===== src/rtl/motor_pwm_pkg.sv =====
// Shared types and helpers for the differential-drive PWM stage.
// Combinational functions only. No clocked logic and no backpressure.
package motor_pwm_pkg;

    typedef enum logic {
        RUN  = 1'b0,
        DEAD = 1'b1
    } motor_state_t;

    // Extra bits so base +/- control cannot overflow before saturation.
    localparam int MIX_GUARD = 2;

    function automatic logic [31:0] sat_duty(input logic signed [31:0] t, input int dw);
        logic [31:0] mag;
        logic [31:0] lim;
        lim = (32'd1 << dw) - 32'd1;
        mag = t[31] ? 32'(-t) : 32'(t);
        return (mag > lim) ? lim : mag;
    endfunction

    function automatic logic [31:0] step_toward(input logic [31:0] cur,
                                                input logic [31:0] tgt,
                                                input logic [31:0] step);
        if (tgt > cur) begin
            return (tgt - cur > step) ? cur + step : tgt;
        end
        return (cur - tgt > step) ? cur - step : tgt;
    endfunction

endpackage


===== src/rtl/motor_channel.sv =====
// One wheel: RUN/DEAD reversal FSM, dead-time counter, optional slew (MOTOR_PWM_SLEW_EN), comparator.
// Duty/dir update on the clk of a period start; pwm is combinational from registers; no backpressure.
module motor_channel
    import motor_pwm_pkg::*;
#(
    parameter int DUTY_WIDTH   = 8,
    parameter int DEAD_PERIODS = 2,
    parameter int SLEW_STEP    = 16
) (
    input  logic                  clk_i,
    input  logic                  reset_i,
    input  logic                  en_i,
    input  logic                  period_start_i,
    input  logic [DUTY_WIDTH-1:0] cnt_i,
    input  logic                  req_dir_i,
    input  logic [DUTY_WIDTH-1:0] req_mag_i,
    output logic                  pwm_o,
    output logic                  dir_o,
    output logic [DUTY_WIDTH-1:0] duty_o
);

`ifdef MOTOR_PWM_SLEW_EN
    localparam bit SLEW_EN = 1'b1;
`else
    localparam bit SLEW_EN = 1'b0;
`endif
    // Without slew a step wider than full scale makes every move a direct jump.
    localparam logic [31:0] STEP = SLEW_EN ? 32'(SLEW_STEP) : (32'd1 << DUTY_WIDTH);
    localparam int DCW = $clog2(DEAD_PERIODS + 1);

    motor_state_t          state_q;
    logic [DCW-1:0]        dead_q;
    logic                  dir_q;
    logic [DUTY_WIDTH-1:0] duty_q;

    always_ff @(posedge clk_i or posedge reset_i) begin
        if (reset_i) begin
            state_q <= RUN;
            dead_q  <= '0;
            dir_q   <= 1'b0;
            duty_q  <= '0;
        end else if (!en_i) begin
            state_q <= RUN;
            dead_q  <= '0;
            duty_q  <= '0;
        end else if (period_start_i) begin
            case (state_q)
                RUN: begin
                    if (req_mag_i == '0 || req_dir_i == dir_q) begin
                        duty_q <= DUTY_WIDTH'(step_toward(32'(duty_q), 32'(req_mag_i), STEP));
                    end else if (32'(duty_q) <= STEP) begin
                        // Ramp-down finishes this period: the dead time starts now.
                        duty_q  <= '0;
                        dead_q  <= DCW'(DEAD_PERIODS);
                        state_q <= DEAD;
                    end else begin
                        duty_q <= DUTY_WIDTH'(32'(duty_q) - STEP);
                    end
                end
                DEAD: begin
                    if (dead_q == DCW'(1)) begin
                        dir_q   <= req_dir_i;
                        duty_q  <= DUTY_WIDTH'(step_toward(32'd0, 32'(req_mag_i), STEP));
                        state_q <= RUN;
                    end else begin
                        dead_q <= dead_q - DCW'(1);
                    end
                end
                default: state_q <= RUN;
            endcase
        end
    end

    assign pwm_o  = (state_q == RUN) && (cnt_i < duty_q);
    assign dir_o  = dir_q;
    assign duty_o = duty_q;

endmodule


===== src/rtl/motor_pwm_mixer.sv =====
// Mixes PID correction with base speed into two saturated PWM channels (slew option: MOTOR_PWM_SLEW_EN).
// Sample to target 2 clk, target applied at next period start; accepts every sample, no backpressure.
module motor_pwm_mixer
    import motor_pwm_pkg::*;
#(
    parameter int CONTROL_WIDTH = 16,
    parameter int DUTY_WIDTH    = 8,
    parameter int CTRL_SHIFT    = 0,
    parameter int DEAD_PERIODS  = 2,
    parameter int SLEW_STEP     = 16
) (
    input  logic                            clk_i,
    input  logic                            reset_i,
    input  logic                            clk_en_i,
    input  logic                            en_i,
    input  logic signed [CONTROL_WIDTH-1:0] control_in_i,
    input  logic                            control_valid_i,
    input  logic        [DUTY_WIDTH-1:0]    base_speed_i,
    output logic                            pwm_left_o,
    output logic                            pwm_right_o,
    output logic                            dir_left_o,
    output logic                            dir_right_o,
    output logic                            period_start_o,
    output logic        [DUTY_WIDTH-1:0]    duty_left_o,
    output logic        [DUTY_WIDTH-1:0]    duty_right_o
);

    localparam int MIX_W = CONTROL_WIDTH + MIX_GUARD;

    logic [DUTY_WIDTH-1:0]           cnt_q;
    logic signed [CONTROL_WIDTH-1:0] c_q;
    logic [DUTY_WIDTH-1:0]           base_q;
    logic                            mix_vld_q;
    logic                            tdir_l_q, tdir_r_q;
    logic [DUTY_WIDTH-1:0]           tmag_l_q, tmag_r_q;

    logic signed [MIX_W-1:0] base_ext, c_ext, t_l, t_r;

    assign base_ext = {{(MIX_W - DUTY_WIDTH){1'b0}}, base_q};
    assign c_ext    = {{MIX_GUARD{c_q[CONTROL_WIDTH-1]}}, c_q};
    assign t_l      = base_ext + c_ext;
    assign t_r      = base_ext - c_ext;

    always_ff @(posedge clk_i or posedge reset_i) begin
        if (reset_i) begin
            cnt_q     <= '0;
            c_q       <= '0;
            base_q    <= '0;
            mix_vld_q <= 1'b0;
            tdir_l_q  <= 1'b0;
            tdir_r_q  <= 1'b0;
            tmag_l_q  <= '0;
            tmag_r_q  <= '0;
        end else begin
            if (clk_en_i) begin
                cnt_q <= cnt_q + DUTY_WIDTH'(1);
            end
            if (!en_i) begin
                mix_vld_q <= 1'b0;
                tdir_l_q  <= 1'b0;
                tdir_r_q  <= 1'b0;
                tmag_l_q  <= '0;
                tmag_r_q  <= '0;
            end else begin
                mix_vld_q <= control_valid_i;
                if (control_valid_i) begin
                    c_q    <= control_in_i >>> CTRL_SHIFT;
                    base_q <= base_speed_i;
                end
                // Targets move only on a fresh sample, so re-enabling needs a new one.
                if (mix_vld_q) begin
                    tdir_l_q <= t_l[MIX_W-1];
                    tdir_r_q <= t_r[MIX_W-1];
                    tmag_l_q <= DUTY_WIDTH'(sat_duty(32'(t_l), DUTY_WIDTH));
                    tmag_r_q <= DUTY_WIDTH'(sat_duty(32'(t_r), DUTY_WIDTH));
                end
            end
        end
    end

    assign period_start_o = clk_en_i && (cnt_q == '1);

    motor_channel #(
        .DUTY_WIDTH  (DUTY_WIDTH),
        .DEAD_PERIODS(DEAD_PERIODS),
        .SLEW_STEP   (SLEW_STEP)
    ) u_left (
        .clk_i         (clk_i),
        .reset_i       (reset_i),
        .en_i          (en_i),
        .period_start_i(period_start_o),
        .cnt_i         (cnt_q),
        .req_dir_i     (tdir_l_q),
        .req_mag_i     (tmag_l_q),
        .pwm_o         (pwm_left_o),
        .dir_o         (dir_left_o),
        .duty_o        (duty_left_o)
    );

    motor_channel #(
        .DUTY_WIDTH  (DUTY_WIDTH),
        .DEAD_PERIODS(DEAD_PERIODS),
        .SLEW_STEP   (SLEW_STEP)
    ) u_right (
        .clk_i         (clk_i),
        .reset_i       (reset_i),
        .en_i          (en_i),
        .period_start_i(period_start_o),
        .cnt_i         (cnt_q),
        .req_dir_i     (tdir_r_q),
        .req_mag_i     (tmag_r_q),
        .pwm_o         (pwm_right_o),
        .dir_o         (dir_right_o),
        .duty_o        (duty_right_o)
    );

endmodule


===== config.mk =====
export PLATFORM = sky130hd
export DESIGN_NAME = motor_pwm_mixer
export DESIGN_NICKNAME = d
export VERILOG_FILES = /design/src/rtl/motor_pwm_pkg.sv /design/src/rtl/motor_channel.sv /design/src/rtl/motor_pwm_mixer.sv
export SDC_FILE = /design/constraint.sdc
export NUM_CORES = 1
export LEC_CHECK = 0
export BUFFER_PORTS_ARGS = -buffer_cell sky130_fd_sc_hd__buf_2
export CORE_ASPECT_RATIO = 0.8
export CORE_MARGIN = 3
export CORE_UTILIZATION = 60
export DETAILED_ROUTE_END_ITERATION = 7
export PLACE_DENSITY_LB_ADDON = 0.08
export SYNTH_ARGS = -nofsm -noshare
export SYNTH_HDL_FRONTEND = slang
export SYNTH_SLANG_ARGS = --single-unit

===== constraint.sdc =====
create_clock -name clk_i -period 4.1 [get_ports clk_i]
set_input_delay 0.82 -clock clk_i [delete_from_list [all_inputs] [get_ports clk_i]]
set_output_delay 0.82 -clock clk_i [all_outputs]
set_load 0.01 [all_outputs]

# Word level (Yosys, flattened, before mapping)
# Cells that the tools add are included.
# Widths: inputs -> output; s select.
# word_totals
regBits	75
input_bits	29
output_inout_bits	21
word_cells	157
# classes
addsub	17
n_lt_le_gt_ge	16
n_eq_ne	13
muxes	79
bitwise_logic	2
n_reduce_logical	14
# op_table
op	n
$mux 8	30
$gt 32x9->1 const B	6
$gt 32x8->1 const B	2
$mux 32	2
$neg 17->32	2
$sub 8x8->9	4
$mux 1	33
$pmux 8 s2	2
$add 8x1->8 const B	3
$gt 8x9->1 const B	2
$ne 3x3->1 const B	6
$sub 1x8->9 const A	2
$add 9x16->17	1
$sub 9x16->17	1
$gt 8x1->1 const B	2
$gt 8x8->1	2
$logic_not 8->1	2
$lt 8x8->1	2
$mux 2	8
$sub 8x1->8 const B	2
$eq 8x8->1 const B	1
$pmux 2 s2	2
$reduce_and 4->1	2
$reduce_and 2->1	3
other kinds (9)	19

# Depth between registers and ports, before layout
# logic_depth
depth_word	11
depth_mapped	12
mapped_depth_nobuf	12

# By module
# Synthesis repeated with hierarchy kept, for this count alone.
# hier_totals
cells_unflattened	717
hier_area_um2	6478.7
# by_module_without_submodules
module	instances	cells_each	area_each_um2	seq_area_each_um2
motor_pwm_mixer	1	473	4201.5	1276.2
motor_channel	2	122	1138.6	300.3

# Least setup slack after synthesis
# OpenSTA, ideal clock, no wires.
# synth_path
path_kind	register -> register
from	register c_q[0]
to	register tmag_r_q[0]
setup_time_ps	142
arrival_time_ps	3035
required_ps	3958
setup_slack_ps	923
stages_incl_launch_ff	12
n_path_buf	0
synth_period_minus_slack_ps	3177
path_cell_list	dfrtp_1 -> ha_1 -> fa_1 -> nand2b_1 -> a2111oi_4 -> o221a_2 -> nor2_4 -> a31o_4 -> nor4_1 -> a211oi_2 -> nor4_4 -> a31oi_1
# synth_via
elab_chain_cells	7
# synth_rtl
item	line	rtl
start, declared	motor_pwm_mixer.sv:31	logic signed [CONTROL_WIDTH-1:0] c_q;
start signal, assigned	motor_pwm_mixer.sv:67	c_q <= control_in_i >>> CTRL_SHIFT;
$sub 9x16->17 (*)	motor_pwm_mixer.sv:42	assign t_r = base_ext - c_ext;
$neg 17->32	motor_pwm_pkg.sv:17	mag = t[31] ? 32'(-t) : 32'(t);
$mux 32 (*)	motor_pwm_pkg.sv:17	
$gt 32x8->1	motor_pwm_pkg.sv:18	return (mag > lim) ? lim : mag;
$mux 8 (*)	motor_pwm_pkg.sv:18	
$mux 8 (*)	motor_pwm_mixer.sv:71	if (mix_vld_q) begin
$mux 8 (*)	motor_pwm_mixer.sv:58	if (!en_i) begin
end signal, assigned	motor_pwm_mixer.sv:75	tmag_r_q <= DUTY_WIDTH'(sat_duty(32'(t_r), DUTY_WIDTH));
end, declared	motor_pwm_mixer.sv:35	logic [DUTY_WIDTH-1:0] tmag_l_q, tmag_r_q;
# Mark *: on every way between the ends. The rest lies on a longest branch, timed or not. The select of a mux whose other input is x is not followed.
# A chain may end at the register's enable or synchronous reset.

# Worst setup path in the final report
# layout_path
from	register c_q[0]
to	register tmag_r_q[7]
# Same word-level chain as after synthesis.

==> impl_metrics.yaml <==
outcome:
  outcome: "completed"
synthesis:
  yosysMostFrequentCell: "dfrtp_1"
  yosys-top-cells-count: "dfrtp_1, ha_1, o21ai_0"
  synth_edf_count: 0
  synth_area_per_cell_sq_um: 8.83
  yosysUniqueCellTypes: 82
  synth_nets: 814
  async_flop_share: 1.00
  synthFlopType: "dfrtp_1"
  post-synth-top-area-cell: "dfrtp_1"
  ys_seq_area_frac: 0.297
  synth_area_sq_um: 6310
  synth_top_cell_area_share: 0.297
  ys_warn_count: 0
  ys_ff_latch: 75
  synth_cells: 715
  synthTopCellsByArea: "dfrtp_1, ha_1, o21ai_0"
floorplan:
  fp.coreArea_sq_um: 9930
  die_h_microns: 97.7
  start_util: 0.636
  placementRows: 32
  io_pins: 50
  dieWidth_microns: 121
  die-area_sq_um: 11800
pwr:
  cellLeakagePower_nw: 3.07
  ir_drop_mv: 0.297
  p_per_area_nw_per_um2: 469
  finalPower_mw: 3.26
cells_and_area:
  n_antenna_cell: 0
  drive_gt1_frac: 0.147
  multi_input_area_sq_um: 4090
  syn_to_final_growth_pct: 10.3
  nets: 850
  fillCellCount: 824
  register_area_sq_um: 1880
cts:
  post_cts_buffers: 0
  clk_pin_slew_ns: 0.06
  cts.path.max_buffers: 2
  clk_latency_ns: 0.34
  cts_root_buf: "clkbuf_16"
  htreeDepth: 3
  cts-hold-fix-buffers: 0
  cts_tree: "built"
  cts.repair.resized: 0
  clock_sinks: 75
  cts_buffers: 9
critical_path:
  arrival_ns: 3.76
  crit_path_start_kind: "register"
  critPathMaxStageDelay_ns: 0.54
  criticalPathCategory: "reg2reg"
  path_delay_family: "compound AO/OA/AOI/OAI gates"
  cp_slowest_cell: "a2111oi_4"
  critical_path_buf_inv_count: 0
  crit_path_end_kind: "register"
  required_ns: 4.29
  cp_max_fo: 8
  crit_chain: "ha_1 -> fa_1 -> nand2b_1 -> a2111oi_4 -> o221a_2 -> nor2_4 -> a31o_4 -> nor4_1 -> a211oi_2 -> nor4_4 -> a31oi_1"
drt:
  drtAntennaViolNets: 0
  wl_per_cell_microns: 17.0
  drt-pass1-iter-count: 5
  finalWirelength_mm: 15.2
  drt_iter0_drc: 390
  via_per_inst: 6.21
  drcViolationCount: 0
  vias: 5537
min_path:
  hold_class: "in2async"
sta:
  rsz0062_at_grt: "false"
  period_needed_ns: 3.57
  finalSetupTns_ns: 0
  finalHoldViolations: 0
  setup_viol_count_final: 0
  timing.final.crit_share: 0.870
  slew_headroom: 0.543
  fmax_ghz: 0.280
  maxSlewViolCount: 0
  worst_pin_slew_ns: 0.681
  clock-skew-final_ns: 0.00401
placed_design:
  dp_hpwl_mm: 11.5
  portBuffers: 49
  gp_congestion: 0.970
grt:
  track_usage: 0.257
  grt-ovfl-total: 0
  grt_max_degree: 51
  antenna_found_initial: 0
  grt_pass1_wl_mm: 24.7
  grt_pass1_vias: 5240
run:
  cap_violations: 0
kinds of logic after synthesis:
family,synth area share
fa+ha+maj,0.141
flops,0.297
mux,0.0369
compound gates,0.230
xor+xnor,0.0638
buf+inv,0.0545
simple gates,0.177
flip-flops by register name, summed over array words and instances (netlist names), 2 cells and up:
signal          count
c_q                16
base_q              8
cnt_q               8
tmag_l_q            8
tmag_r_q            8
u_left.duty_o       8
u_right.duty_o      8
u_left.dead_q       2
u_right.dead_q      2
cells in the final DEF, fill, tap and decap left out, drive strengths merged, types with 6 or more instances in the layout:
cell type	n
dfrtp	75
o21ai	72
ha	68
inv	61
buf	51
nand2	47
a21oi	35
nor2	31
xnor2	30
nand3	29
a31oi	20
mux2	18
nor2b	17
xor2	16
nor3	14
a211oi	13
nand4	12
a21o	12
nand2b	12
clkbuf	10
and2	8
nor4	7
o211ai	7
and3	6
cell type report:
| cell class | instances | share of cell area |
|---|---|---|
| inverter | 60 | 0.0323 |
| sequential | 75 | 0.270 |
| clock buffer | 10 | 0.0329 |
| clock inverter | 6 | 0.0160 |
| tap | 136 | 0.0244 |
| timing repair buffer | 51 | 0.0374 |
| multi-input combinational | 554 | 0.587 |
final timing paths:
path,start,to,slack [ns],cells after the start
max in group asynchronous,reset_i,tmag_l_q[7]$_DFFE_PP0P_,2.56,3
max,c_q[0]$_DFFE_PP0P_,tmag_r_q[7]$_DFFE_PP0P_,0.53,11
min reg2reg,u_left.duty_o[6]$_DFFE_PP0P_,u_left.duty_o[6]$_DFFE_PP0P_,0.53,2
max reg2reg,c_q[0]$_DFFE_PP0P_,tmag_r_q[7]$_DFFE_PP0P_,0.53,11
min in group clk_i,u_left.duty_o[6]$_DFFE_PP0P_,u_left.duty_o[6]$_DFFE_PP0P_,0.53,2
min,reset_i,mix_vld_q$_DFF_PP0_,0.51,2
stage by stage:
| stage | hold slack [ns] | setup slack (ns) | utilization | cell area [sq um] | std cells |
|---|---|---|---|---|---|
| finish | 0.510 | 0.533 | 0.701 | 6960 | 892 |
| floorplan | 0.493 | 0.923 | - | 6310 | 715 |
| CTS | 0.525 | 0.568 | 0.701 | 6960 | 892 |
| detailed placement | 0.523 | 0.573 | 0.667 | 6620 | 876 |
| global placement | 0.512 | 0.720 | 0.667 | 6620 | 876 |
| global route | 0.557 | 0.273 | 0.701 | 6960 | 892 |
power breakdown:
part	internal, mW	switching [mW]	total [mW]
logic	0.577	0.791	1.37
clock network	0.596	0.325	0.921
registers	0.825	0.150	0.976
total	2.00	1.27	3.26
routing by layer:
| metal | global-route usage | routed length (microns) |
|---|---|---|
| met1 | 0.328 | 6790 |
| met5 | 0 | 0 |
| met2 | 0.427 | 7130 |
| met4 | 0.104 | 467 |
| met3 | 0.0533 | 812 |
Note: power is estimated with default switching activity, not from simulation.
